==> src/rtl/mips_exec_ctrl.sv <==
// Execution sequencer: turns debounced button pulses into a one-cycle CE for the MIPS core.
// Optional retired-instruction counter is built when MIPS_EXEC_ICOUNT_EN is defined.
module mips_exec_ctrl #(
  parameter int RUN_DIV = 25_000_000,
  parameter int DIV_W   = 25,
  parameter int PC_W    = 32
) (
  input  logic            CLK,
  input  logic            nRST,
  input  logic            STEP,
  input  logic            RUN_TOG,
  input  logic            BRK_EN,
  input  logic [PC_W-1:0] BRK_PC,
  input  logic [PC_W-1:0] PC,
  output logic            CPU_CE,
  output logic            HALTED,
  output logic            BRK_HIT,
  output logic [1:0]      STATE,
  output logic [15:0]     ICOUNT
);

  typedef enum logic [1:0] {
    S_IDLE = 2'b00,
    S_STEP = 2'b01,
    S_RUN  = 2'b10,
    S_BRK  = 2'b11
  } state_t;

  localparam logic [DIV_W-1:0] RELOAD = DIV_W'(RUN_DIV - 1);

  state_t           state_q, state_d;
  logic             ce_q, ce_d;
  logic             halted_q, halted_d;
  logic             brk_hit_q, brk_hit_d;
  logic             skip_q, skip_d;
  logic [DIV_W-1:0] div_q, div_d;
  logic             fire_due;
  logic             brk_match;

  assign fire_due  = (div_q == '0);
  assign brk_match = BRK_EN && (PC == BRK_PC);

  always_comb begin
    state_d = state_q;
    ce_d    = 1'b0;
    div_d   = div_q;
    skip_d  = skip_q;
    unique case (state_q)
      S_IDLE, S_BRK: begin
        // RUN_TOG has priority over a coincident STEP
        if (RUN_TOG) begin
          state_d = S_RUN;
          div_d   = RELOAD;
          skip_d  = 1'b1;
        end else if (STEP) begin
          state_d = S_STEP;
          ce_d    = 1'b1;
        end
      end
      S_STEP: begin
        state_d = S_IDLE;
      end
      S_RUN: begin
        if (RUN_TOG) begin
          state_d = S_IDLE;
        end else if (fire_due) begin
          div_d = RELOAD;
          // skip lets a resume from a breakpoint PC execute that instruction
          if (brk_match && !skip_q) begin
            state_d = S_BRK;
          end else begin
            ce_d   = 1'b1;
            skip_d = 1'b0;
          end
        end else begin
          div_d = div_q - DIV_W'(1);
        end
      end
      default: state_d = S_IDLE;
    endcase
    halted_d  = (state_d == S_IDLE) || (state_d == S_BRK);
    brk_hit_d = (state_d == S_BRK);
  end

  always_ff @(posedge CLK or negedge nRST) begin
    if (!nRST) begin
      state_q   <= S_IDLE;
      ce_q      <= 1'b0;
      halted_q  <= 1'b1;
      brk_hit_q <= 1'b0;
      skip_q    <= 1'b0;
      div_q     <= '0;
    end else begin
      state_q   <= state_d;
      ce_q      <= ce_d;
      halted_q  <= halted_d;
      brk_hit_q <= brk_hit_d;
      skip_q    <= skip_d;
      div_q     <= div_d;
    end
  end

  assign CPU_CE  = ce_q;
  assign HALTED  = halted_q;
  assign BRK_HIT = brk_hit_q;
  assign STATE   = state_q;

`ifdef MIPS_EXEC_ICOUNT_EN
  logic [15:0] icount_q, icount_d;

  always_comb begin
    icount_d = icount_q;
    if (ce_q) icount_d = icount_q + 16'd1;
  end

  always_ff @(posedge CLK or negedge nRST) begin
    if (!nRST) icount_q <= 16'h0000;
    else       icount_q <= icount_d;
  end

  assign ICOUNT = icount_q;
`else
  assign ICOUNT = 16'h0000;
`endif

endmodule

==> config.mk <==
export PLATFORM = sky130hd
export DESIGN_NAME = mips_exec_ctrl
export DESIGN_NICKNAME = d
export VERILOG_FILES = /design/src/rtl/mips_exec_ctrl.sv
export SDC_FILE = /design/constraint.sdc
export NUM_CORES = 1
export LEC_CHECK = 0
export ABC_AREA = 1
export CAP_MARGIN = 25
export CORE_AREA = 5 5 85 87
export DETAILED_ROUTE_END_ITERATION = 7
export DIE_AREA = 0 0 90 92
export HOLD_SLACK_MARGIN = 0.08
export PLACE_DENSITY = 0.83
export SKIP_CTS_REPAIR_TIMING = 1
export SLEW_MARGIN = 20
export SYNTH_ARGS = -nofsm -noshare
export SYNTH_HDL_FRONTEND = slang
export SYNTH_SLANG_ARGS = --single-unit
export TNS_END_PERCENT = 10
==> constraint.sdc <==
create_clock -name CLK -period 2.6 [get_ports CLK]
set_input_delay 0.52 -clock CLK [delete_from_list [all_inputs] [get_ports CLK]]
set_output_delay 0.52 -clock CLK [all_outputs]
set_load 0.005 [all_outputs]
After elaboration in Yosys (flattened, before gate mapping):

Index checks and enable logic that the tools add are counted.

* equality and inequality tests: 9
* muxes and demuxes: 21
* add/subtract/negate cells: 1
* reductions and logical operators: 11

Operators by type and width (number)
* 25-bit two-way mux: 3
* 25-bit one-hot mux with 2 select lines: 1
* 32-bit == test: 1
* 25-bit logical NOT: 1
* 25-bit by 1-bit subtractor with 25-bit output, second input constant: 1
* 2-bit two-way mux: 5
* 1-bit two-way mux: 9
* 2-bit != test, second input constant: 4
* 2-bit == test, second input constant: 3
* 2-bit one-hot mux with 3 select lines: 1
* 5-bit AND reduction: 1
* 2-bit logical NOT: 2
* 1-bit one-hot mux with 2 select lines: 2
* 3-bit AND reduction: 1
* 2-bit by 1-bit == test with 1-bit output, second input constant: 1
* 1-bit logical AND: 2
* 2-bit nonzero test: 1
* 2-bit OR reduction: 1
* 1-bit logical NOT: 1
* 1-bit logical OR: 1

* logic and storage cells: 48
* flip-flop bits (word level): 31
* input bits: 69
* output and inout port bits: 21

Longest topological paths before layout:

Gate-level depths: netlist of the first run.

* depth in word-level cells: 9
* mapped depth: 14
* mapped depth without buffers: 14

Worst setup path after synthesis of the first run:

No wires, ideal clock.

* kind: register to register
* start point: register state_q[0], in the netlist STATE[0]
* end point: register div_q[18]
* arrival: 1.757 ns
* slack: 0.714 ns
* path buffers: 0
* cell stages (with the launch flop): 13
* clock period less this slack: 1.886 ns
* path through: dfrtp_1 > inv_1 > ha_1 > inv_1 > nand2_1 > nand2_2 > nand2_1 > inv_1 > nand2_1 > nor2_1 > nand3b_1 > o21ai_0 > nand3_1

* word-level cells in the longest chain between the ends: 4

RTL lines
* start, declared: line 31 `state_t state_q, state_d;`
* start signal, assigned: line 94 `state_q <= state_d;`
* 2-bit == test or 2-bit logical NOT (tied branches): line 48 `unique case (state_q)`
* 2-bit OR reduction: line 48
* 2-bit != test (no source line) or 2-bit nonzero test (tied branches)
* 3-bit AND reduction (no source line)
* end signal, assigned: line 99 `div_q <= div_d;`
* end, declared: line 36 `logic [DIV_W-1:0] div_q, div_d;`

Several ways; a longest one is shown, not always the timed one.
A chain may end at the register's enable or synchronous reset.

Worst setup path after layout of the first run:

* start point: input port RUN_TOG
* end point: register div_q[18]

* word-level cells in the longest chain between the ends: 2

RTL lines
* start, declared: line 11 `input logic RUN_TOG,`
* 2-bit != test (no source line)
* 3-bit AND reduction (no source line) (*)

Mark *: on every way between the ends. The rest lies on a longest branch, timed or not.

==> metrics.sh, run 1 <==
H_TREE_LEVEL_COUNT=2
SYNTH.AVG_CELL_AREA_UM2=6.443
POST_SYNTH_INSTANCE_AREA_UM2=2461
LARGEST_NET_DEGREE_AT_THE_START_OF_GLOBAL_ROUTING=32
ROWS=29
START_UTIL_PCT=39.21
REGAREA_UM2=777.0
CATEGORY_OF_THE_WORST_SETUP_PATH_CAPTURE_POINT='flip-flop'
GP_CONGESTION=0.8410
TIMING.CRITICAL_PATH.SLOWEST_CELL_DELAY_NS=0.48
POST_LAYOUT_NONFILLER_INSTANCES=539
DETAILEDPLACE.WORSTSLACK_NS=0.1614
DESIGN_AREA_UM2=3306
CTS_TREE='done'
VIA_PER_INSTANCE_RATIO=4.531
DIE_Y_EXTENT_UM=92
PLACEABLECOREAREA_UM2=6277
WORSTSKEWPAIRLATENCY_NS=0.28
DIE_AREA_UM2=8280
CTS-BUFFERS-INSERTED=5
BUSIEST_LAYER='met2'
RUN_STATUS='finished clean'
WORSTREGTOREGCELLS=12
CP-ENDPOINT='div_q[18]'
SETUP_VIOL=0
MAX-CAP-VIOLATIONS=0
DETAILEDROUTE.FIRSTPASSITERATIONCOUNT=4
AREAGROWTHSYNTHTOFINISH_PCT=34.32
DIE_X_UM=90
YOSYSWARNINGCOUNT=0
GRT_REMAINING_OVERFLOW=0
GROUTE.LAYER.MET1.USAGE_PCT=16.81
MAX_FREQ_MHz=462.8
CLOCK_SINKS=31
MULTI_INPUT_AREA_UM2=1359
ANTENNA_CELLS=0
CLOCK-SKEW-FINAL_NS=0.008764
TOTAL_LEAKAGE_POWER_nW=1.592
SEQUENTIAL_TO_TOTAL_AREA_SHARE_FROM_YOSYS_STAT_PCT=31.57
CLOCKBUFFERDEPTH=2
FIN_NETS=534
SYNTH-SEQ-CELLS=31
PLACE_AREA_UM2=3221
RR_ENDPOINT='div_q[18]'
FINAL-HOLD-VIOLATION-COUNT=0
TOTALWIRELENGTH_MM=6.226
TIMING.RR.START='STATE[0]'
FINALSETUPTNS_NS=0
GRT_PASS1_WL_MM=10.42
FINAL_PERIOD_MINUS_WORST_SETUP_SLACK_NS=2.161
FF2FF_SETUP_SLACK_NS=0.45
WORST_IR_DROP_VDD_V=0.0004096
DRC=0
POST_SYNTHESIS_INSTANCE_TOTAL=382
CLK_TRANSITION_REPORTED_PATHS_NS=0.07
VIOLATION_COUNT_AFTER_THE_FIRST_DETAILED_ROUTE_ITERATION=91
FINAL_UTIL_PCT=52.66
CRIT_TOP_CELL='sky130_fd_sc_hd__nand2_1'
CRITICAL_PATH_CLASS='in2reg'
IO_PINS=90
PATH_MAX_FANOUT=6
USE_MET2_PCT=28.29
SLEW_VIOLATIONS=0
WORST-ENDPOINT-REQUIRED_NS=2.77
CP-START-KIND='input pin'
TIMING_STARTPOINT_OF_THE_CRITICAL_PATH='RUN_TOG'
DRIVE_GT1_SHARE_PCT=6.277
ANTENNA_VIOLATING_NETS_REMAINING=0
DPL.HPWL_MM=5.166
HOLD_PATH_CLASS='reg2reg'
ROOT_BUFFER='sky130_fd_sc_hd__clkbuf_8'
GRT_SETUP_UNREPAIRED='false'
VIA_COUNT_OF_THE_FIRST_GLOBAL_ROUTING_PASS=2363
WORST_PATH_SETUP_SLACK_AFTER_ROUTING_NS=0.4394
FINALCRITPERIODSHARE_PCT=83.10
INITIAL_ANTENNA_VIOLATION_COUNT=0
PLACED_CELLS=531
GRT_UTIL_ALL_LAYERS_PCT=14.92
CRITICAL-PATH-SLOWEST-CELL='sky130_fd_sc_hd__clkdlybuf4s50_1'
WL_CELL_UM=11.55
POWER.DENSITY_CELL_AREA_nW_PER_UM2=486.1
CRIT_CHAIN='clkdlybuf4s50_1 -> nor2_2 -> nand2_1 -> nand2_2 -> nand2_1 -> inv_1 -> nand2_1 -> nor2_1 -> nand3b_1 -> o21ai_0 -> nand3_1'
BUFFER_PORTS.INSERTED=73
GROUTE.LAYER.MET3.USAGE_PCT=3.110
POST_SYNTH_NUM_CELL_TYPES=31
CRITICAL_PATH_ARRIVAL_NS=2.33
ROUTE.VIAS.TOTAL=2442
FINAL.FILL_COUNT=589
==> kinds of logic (layout without fill, tap and decap cells) <==
family	count (synthesis)	after routing	synth area share, %
AO/OA/AOI/OAI	19	19	3.965
XOR/XNOR	17	17	6.050
adder cells (fa/ha/maj)	4	4	2.034
buffers and inverters	83	148	15.51
flip-flops	31	31	31.57
other	1	16	0.1524
AND/OR/NAND/NOR	227	227	40.72
==> cells in the mapped netlist <==
cell | count | area [µm²]
sky130_fd_sc_hd__a21oi_1 | 4 | 20.02
sky130_fd_sc_hd__buf_4 | 16 | 120.1
sky130_fd_sc_hd__buf_6 | 1 | 11.26
sky130_fd_sc_hd__conb_1 | 1 | 3.750
sky130_fd_sc_hd__dfrtp_1 | 30 | 750.7
sky130_fd_sc_hd__dfstp_2 | 1 | 26.28
sky130_fd_sc_hd__ha_1 | 4 | 50.05
sky130_fd_sc_hd__inv_1 | 63 | 236.5
sky130_fd_sc_hd__inv_2 | 2 | 7.510
sky130_fd_sc_hd__inv_4 | 1 | 6.260
sky130_fd_sc_hd__nand2_1 | 114 | 427.9
sky130_fd_sc_hd__nand2_2 | 4 | 25.02
sky130_fd_sc_hd__nand3_1 | 18 | 90.09
sky130_fd_sc_hd__nand3_2 | 2 | 20.02
sky130_fd_sc_hd__nand3b_1 | 1 | 7.510
sky130_fd_sc_hd__nand4_1 | 5 | 31.28
sky130_fd_sc_hd__nor2_1 | 62 | 232.7
sky130_fd_sc_hd__nor2_2 | 3 | 18.77
sky130_fd_sc_hd__nor2_4 | 1 | 11.26
sky130_fd_sc_hd__nor2_8 | 1 | 20.02
sky130_fd_sc_hd__nor3_1 | 5 | 25.02
sky130_fd_sc_hd__nor3_4 | 2 | 32.53
sky130_fd_sc_hd__nor3b_1 | 1 | 7.510
sky130_fd_sc_hd__nor4_1 | 2 | 12.51
sky130_fd_sc_hd__o21ai_0 | 13 | 65.06
sky130_fd_sc_hd__o22ai_1 | 2 | 12.51
sky130_fd_sc_hd__or2_0 | 2 | 12.51
sky130_fd_sc_hd__or2_2 | 3 | 18.77
sky130_fd_sc_hd__or2_4 | 1 | 8.760
sky130_fd_sc_hd__xnor2_1 | 12 | 105.1
sky130_fd_sc_hd__xor2_1 | 5 | 43.79
==> layer usage <==
| layer | vias to the layer above | share of wire, % |
|---|---|---|
| met5 | - | 0 |
| met4 | 0 | 1.3 |
| met3 | 8 | 4.9 |
| met2 | 62 | 52 |
| met1 | 1086 | 42 |
| li1 | 1286 | - |
==> critical path, delay by kind of cell <==
kind,cells,cell delay [ns]
AOI/OAI and AO/OA,1,0.18
buffers and inverters,2,0.61
and+or+nand+nor,8,1.01
==> sequential cells by signal (all words and copies together) (netlist names) <==
| name | flops |
|---|---|
| skip_q | 1 |
| div_q | 25 |
| STATE | 2 |
| BRK_HIT | 1 |
| CPU_CE | 1 |
| HALTED | 1 |
==> cells in the final DEF (no fill, tap or decap), types with 5 or more instances in the layout <==
master	netlist	routed
sky130_fd_sc_hd__o21ai_0	13	13
sky130_fd_sc_hd__xnor2_1	12	12
sky130_fd_sc_hd__nand2_1	114	114
sky130_fd_sc_hd__nand3_1	18	18
sky130_fd_sc_hd__nor3_1	5	5
sky130_fd_sc_hd__xor2_1	5	5
sky130_fd_sc_hd__inv_1	63	63
sky130_fd_sc_hd__nor2_1	62	62
sky130_fd_sc_hd__clkbuf_8	0	5
sky130_fd_sc_hd__conb_1	1	16
sky130_fd_sc_hd__dfrtp_1	30	30
sky130_fd_sc_hd__nand4_1	5	5
sky130_fd_sc_hd__clkdlybuf4s50_1	0	73
==> report_power, final <==
group | switching, mW | total [mW] | internal, mW | leakage [nW]
Clock | 0.178 | 0.365 | 0.187 | 0.0412
Combinational | 0.371 | 0.656 | 0.285 | 1.21
Sequential | 0.0379 | 0.586 | 0.549 | 0.339
==> worst min-delay path by stage <==
| stage | startpoint | to | slack [ns] | cells after the start |
|---|---|---|---|---|
| floorplan | nRST | BRK_HIT | 0.22 | 0 |
| global placement | skip_q | skip_q | 0.50 | 2 |
| detailed placement | skip_q | skip_q | 0.50 | 2 |
| CTS | skip_q | skip_q | 0.51 | 2 |
| global route | div_q[5] | div_q[5] | 0.55 | 2 |
| finish | skip_q | skip_q | 0.50 | 2 |
==> final cells by class <==
type	instances	area share [%]
clock inverter	2	0.3785
sequential	31	23.50
multi-input combinational	283	41.11
clock buffer	6	2.195
timing repair buffer	74	22.33
tap	77	2.914
inverter	66	7.570
==> metrics by stage <==
step | hold slack (ns) | power (mW)
6_report | 0.5045 | 1.607
5_1_grt | 0.5491 | 1.714
4_1_cts | 0.5126 | 1.616
3_5_place_dp | 0.4973 | 1.250
3_3_place_gp | 0.5040 | 1.226
2_1_floorplan | 0.2244 | 1.004
No activity file was read; power rests on OpenSTA's default activity.
==> run 2, diff against run 1 <==
clock period = 2.06 ns   (was 2.6 ns; I/O delays follow)
==> metrics.sh, run 2 (same netlist as run 1, synthesis figures left out) <==
VIOLATION_COUNT_AFTER_THE_FIRST_DETAILED_ROUTE_ITERATION=114
CLOCK_SINKS=31
SLEW_VIOLATIONS=0
H_TREE_LEVEL_COUNT=2
ROWS=29
WORST_IR_DROP_VDD_V=0.0004123
PATH_MAX_FANOUT=4
MAX-CAP-VIOLATIONS=0
CLOCKBUFFERDEPTH=2
PLACEABLECOREAREA_UM2=6277
CRITICAL_PATH_CLASS='reg2reg'
AREAGROWTHSYNTHTOFINISH_PCT=42.30
ROOT_BUFFER='sky130_fd_sc_hd__clkbuf_8'
FIN_NETS=552
CRIT_CHAIN='inv_2 -> ha_4 -> inv_2 -> nor2_2 -> nand2_1 -> nand2_2 -> nand2_1 -> buf_4 -> nor2_1 -> nand4_1 -> or2_2 -> nand3_1'
DRIVE_GT1_SHARE_PCT=11.67
SETUP_VIOL=0
FINAL_PERIOD_MINUS_WORST_SETUP_SLACK_NS=1.917
WORSTSKEWPAIRLATENCY_NS=0.28
CLK_TRANSITION_REPORTED_PATHS_NS=0.06
POWER.DENSITY_CELL_AREA_nW_PER_UM2=611.4
TIMING.HOLD.WS_NS=0.5106
ANTENNA_CELLS=0
DETAILEDPLACE.WORSTSLACK_NS=-0.1364
ANTENNA_VIOLATING_NETS_REMAINING=0
MAX_FREQ_MHz=521.6
REGAREA_UM2=777.0
CATEGORY_OF_THE_WORST_SETUP_PATH_CAPTURE_POINT='flip-flop'
ROUTE.VIAS.TOTAL=2541
FINAL_UTIL_PCT=55.79
POWER_REPORT.INTERNAL_TOTAL_mW=1.381
RUN_STATUS='finished clean'
MULTI_INPUT_AREA_UM2=1411
WL_CELL_UM=11.43
P_SW_uW=760.3
MOST_COMMON_CELL_AFTER_LAYOUT_FILL_AND_TAPS_ASIDE='sky130_fd_sc_hd__nand2_1'
HOLD_PATH_CLASS='reg2reg'
POST_LAYOUT_NONFILLER_INSTANCES=557
CRITICAL-PATH-SLOWEST-CELL='sky130_fd_sc_hd__dfrtp_1'
CLOCKPOWERSHARE_PCT=20.6
PWR-SHARE-SEQ_PCT=34.7
LARGEST_NET_DEGREE_AT_THE_START_OF_GLOBAL_ROUTING=32
GRT_UTIL_ALL_LAYERS_PCT=15.46
GRT_PASS1_WL_MM=10.65
CTS-BUFFERS-INSERTED=5
GRT_SETUP_UNREPAIRED='true'
IO_PINS=90
DPL.HPWL_MM=5.219
DIE_Y_EXTENT_UM=92
CP-START-KIND='flip-flop'
WORST_PATH_SETUP_SLACK_AFTER_ROUTING_NS=0.1430
MOST_FLOPS_REGISTER='div_q'
DETAILEDROUTE.FIRSTPASSITERATIONCOUNT=4
GRT_REMAINING_OVERFLOW=0
START_UTIL_PCT=39.21
GP_CONGESTION=0.8206
SWSHARE_PCT=35.51
BUFFER_PORTS.INSERTED=73
DIE_AREA_UM2=8280
POWER.COMBINATIONAL.FRACTION_PCT=44.7
DIE_X_UM=90
FINAL.FILL_COUNT=576
VIA_PER_INSTANCE_RATIO=4.562
INITIAL_ANTENNA_VIOLATION_COUNT=0
TIMING.CRITICAL_PATH.SLOWEST_CELL_DELAY_NS=0.42
LAYOUT.CELLS.MOST_COMMON_LIST='sky130_fd_sc_hd__nand2_1 (113), sky130_fd_sc_hd__clkdlybuf4s50_1 (68), sky130_fd_sc_hd__inv_1 (61)'
CLOCK-SKEW-FINAL_NS=0.007817
TOTAL_LEAKAGE_POWER_nW=1.753
CRITICAL_PATH_ARRIVAL_NS=2.14
LARGEST_REGISTER_FFS=25
TOTALWIRELENGTH_MM=6.369
FINALSETUPTNS_NS=0
CTS_TREE='done'
VIA_COUNT_OF_THE_FIRST_GLOBAL_ROUTING_PASS=2387
PLACED_CELLS=547
DRC=0
PLACE_AREA_UM2=3341
WORST-ENDPOINT-REQUIRED_NS=2.28
DESIGN_AREA_UM2=3502
POWER_TOTAL_mW=2.141
FINALCRITPERIODSHARE_PCT=93.06
FINAL-HOLD-VIOLATION-COUNT=0
-- run 2: routing by layer --
layer	vias up	track usage, %	routed length [µm]
met2	84	28.90	3375
met1	1122	17.71	2511
met5	-	0	0
li1	1328	-	-
met4	0	4.467	71
met3	7	3.191	411
-- run 2: path summary, 6_finish.rpt --
check	start	to	slack, ns	cells after the start
setup / recovery	STATE[0]	div_q[22]	0.14	12
hold / removal	skip_q	skip_q	0.51	2
setup reg to reg	STATE[0]	div_q[22]	0.14	12
hold reg to reg	skip_q	skip_q	0.51	2
max in group asynchronous	nRST	HALTED	1.22	2
min in group asynchronous	nRST	div_q[23]	0.52	2
-- run 2: power groups by stage --
stage	Sequential, mW	Combinational (mW)	Clock, mW
after floorplan	0.743	0.525	0
after global placement	0.748	0.857	0
after detailed placement	0.747	0.888	0
after CTS	0.737	0.891	0.458
after global routing	0.751	1.08	0.486
final	0.743	0.958	0.441
-- run 2: layout make-up --
type / count / share of cell area, %
Multi-Input combinational cell: 283 / 40.30
Timing Repair Buffer: 92 / 25.29
Sequential cell: 31 / 22.19
Inverter: 66 / 7.145
Tap cell: 77 / 2.751
Clock buffer: 7 / 2.179
Clock inverter: 1 / 0.1429
-- run 2: critical path: cells and delay by family, from the launching register on --
family	cells	cell delay (ns)
and+or+nand+nor	8	1.04
DFF	1	0.42
adders and majority gates	1	0.13
buffers and inverters	3	0.29
==> run 3, diff against run 2 <==
CORE_AREA = 5 5 71 105   (was 5 5 85 87)
DIE_AREA = 0 0 76 110   (was 0 0 90 92)
RECOVER_POWER = 100   (was unset)
==> metrics.sh, run 3 (same netlist as run 1, synthesis figures left out) <==
ROOT_BUFFER='sky130_fd_sc_hd__clkbuf_8'
WORSTSKEWPAIRLATENCY_NS=0.29
LARGEST_REGISTER_FFS=25
FINALSETUPTNS_NS=0
ROUTEDLENGTHMET1_MM=2.712
TIMING.HOLD.WS_NS=0.5001
ROUTE.VIAS.TOTAL=2664
ANTENNA_CELLS=0
PLACED_CELLS=548
GRT_PASS1_WL_MM=12.10
MOST_COMMON_CELL_AFTER_LAYOUT_FILL_AND_TAPS_ASIDE='sky130_fd_sc_hd__nand2_1'
IO_PINS=90
TOTALWIRELENGTH_MM=7.137
MAX_SLEW_MARGIN_PCT=47.34
FINALCRITPERIODSHARE_PCT=93.49
MOST_FLOPS_REGISTER='div_q'
WL_CELL_UM=12.81
GRT_REMAINING_OVERFLOW=0
FINAL_PERIOD_MINUS_WORST_SETUP_SLACK_NS=1.926
VIA_COUNT_OF_THE_FIRST_GLOBAL_ROUTING_PASS=2686
GP_CONGESTION=0.9596
POST_LAYOUT_NONFILLER_INSTANCES=557
DRIVE_GT1_SHARE_PCT=11.23
WORST-ENDPOINT-REQUIRED_NS=2.23
TIGHTEST_SLEW_NS=0.7899
GRT_UTIL_ALL_LAYERS_PCT=17.95
RUN_STATUS='finished clean'
HOLD_PATH_CLASS='reg2reg'
DRC=0
MET2_WIRELENGTH_MM=3.498
H_TREE_LEVEL_COUNT=2
LAYOUT.CELLS.MOST_COMMON_LIST='sky130_fd_sc_hd__nand2_1 (113), sky130_fd_sc_hd__clkdlybuf4s50_1 (64), sky130_fd_sc_hd__inv_1 (63)'
POWER_TOTAL_mW=2.242
HIGHEST-SIGNAL-LAYER='met4'
DIE_Y_EXTENT_UM=110
TOTAL_LEAKAGE_POWER_nW=1.740
CTS_TREE='done'
CRITICAL_PATH_ARRIVAL_NS=2.10
SLEW_VIOLATIONS=0
CLK_TRANSITION_REPORTED_PATHS_NS=0.07
ANTENNA_VIOLATING_NETS_REMAINING=0
DPL.HPWL_MM=5.817
WL_MET3_UM=602
CLOCK-SKEW-FINAL_NS=0.007206
DETAILEDROUTE.FIRSTPASSITERATIONCOUNT=4
LARGEST_NET_DEGREE_AT_THE_START_OF_GLOBAL_ROUTING=32
ROWS=36
PATH_MAX_FANOUT=4
CLOCKBUFFERDEPTH=2
CRITICAL_PATH_CLASS='reg2reg'
FINAL.FILL_COUNT=616
VIA_PER_INSTANCE_RATIO=4.783
CATEGORY_OF_THE_WORST_SETUP_PATH_CAPTURE_POINT='flip-flop'
CLOCK_SINKS=31
CTS-BUFFERS-INSERTED=5
VIOLATION_COUNT_AFTER_THE_FIRST_DETAILED_ROUTE_ITERATION=72
INITIAL_ANTENNA_VIOLATION_COUNT=0
DIE_AREA_UM2=8360
START_UTIL_PCT=38.21
MAX_FREQ_MHz=519.2
SETUP_VIOL=0
DIE_X_UM=76
FINAL-HOLD-VIOLATION-COUNT=0
PLACEABLECOREAREA_UM2=6441
POWER.DENSITY_CELL_AREA_nW_PER_UM2=642.4
AREAGROWTHSYNTHTOFINISH_PCT=41.84
BUFFER_PORTS.INSERTED=73
MAX-CAP-VIOLATIONS=0
CP-START-KIND='flip-flop'
FIN_NETS=553
WORST_IR_DROP_VDD_V=0.0004658
## run 3: worst max-delay path: stages (launching register included)
cell and delay, ns:
sky130_fd_sc_hd__dfrtp_1 0.35, sky130_fd_sc_hd__inv_1 0.06, sky130_fd_sc_hd__ha_1 0.32, sky130_fd_sc_hd__inv_1 0.08, sky130_fd_sc_hd__nand2_1 0.06, sky130_fd_sc_hd__nand2_2 0.10
sky130_fd_sc_hd__nand2_2 0.09, sky130_fd_sc_hd__nor2_4 0.13, sky130_fd_sc_hd__inv_1 0.10, sky130_fd_sc_hd__nor3_1 0.28, sky130_fd_sc_hd__xnor2_1 0.16, sky130_fd_sc_hd__nand2_1 0.06
## run 3: final cells by class
type	count	area, µm²	share of cell area (%)
Inverter	66	250.2	7.168
Timing Repair Buffer	93	900.9	25.81
Tap cell	76	95.09	2.724
Multi-Input combinational cell	283	1376	39.43
Clock inverter	1	5.005	0.1434
Sequential cell	31	777.0	22.26
Clock buffer	7	86.33	2.473
## run 3: power breakdown
part,internal (mW),switching (mW),total (mW)
Combinational,0.486,0.529,1.01
Sequential,0.692,0.0427,0.735
Clock,0.269,0.224,0.493
Total,1.45,0.795,2.24
## run 3: final timing paths
check	cells past startpoint	slack (ns)	end	startpoint
worst max-delay path	11	0.13	div_q[21]	STATE[0]
max in group asynchronous	2	0.83	div_q[5]	nRST
worst min-delay path	2	0.50	skip_q	skip_q
worst max register to register	11	0.13	div_q[21]	STATE[0]
worst min register to register	2	0.50	skip_q	skip_q
min in group asynchronous	2	0.73	div_q[9]	nRST
## run 3: metrics by stage
stage	cell area [µm²]	utilization [%]	setup WS, ns
global placement	3367	52.27	-0.1004
CTS	3458	53.69	0.09410
global route	3491	54.20	-0.008982
finish	3491	54.20	0.1341
floorplan	2517	-	0.1735
detailed placement	3367	52.27	-0.1397
## run 3: layer usage
layer | global-route usage (%) | up-vias
met5 | 0 | -
li1 | - | 1320
met3 | 5.528 | 28
met1 | 18.78 | 1191
met2 | 31.74 | 125
met4 | 10.31 | 0
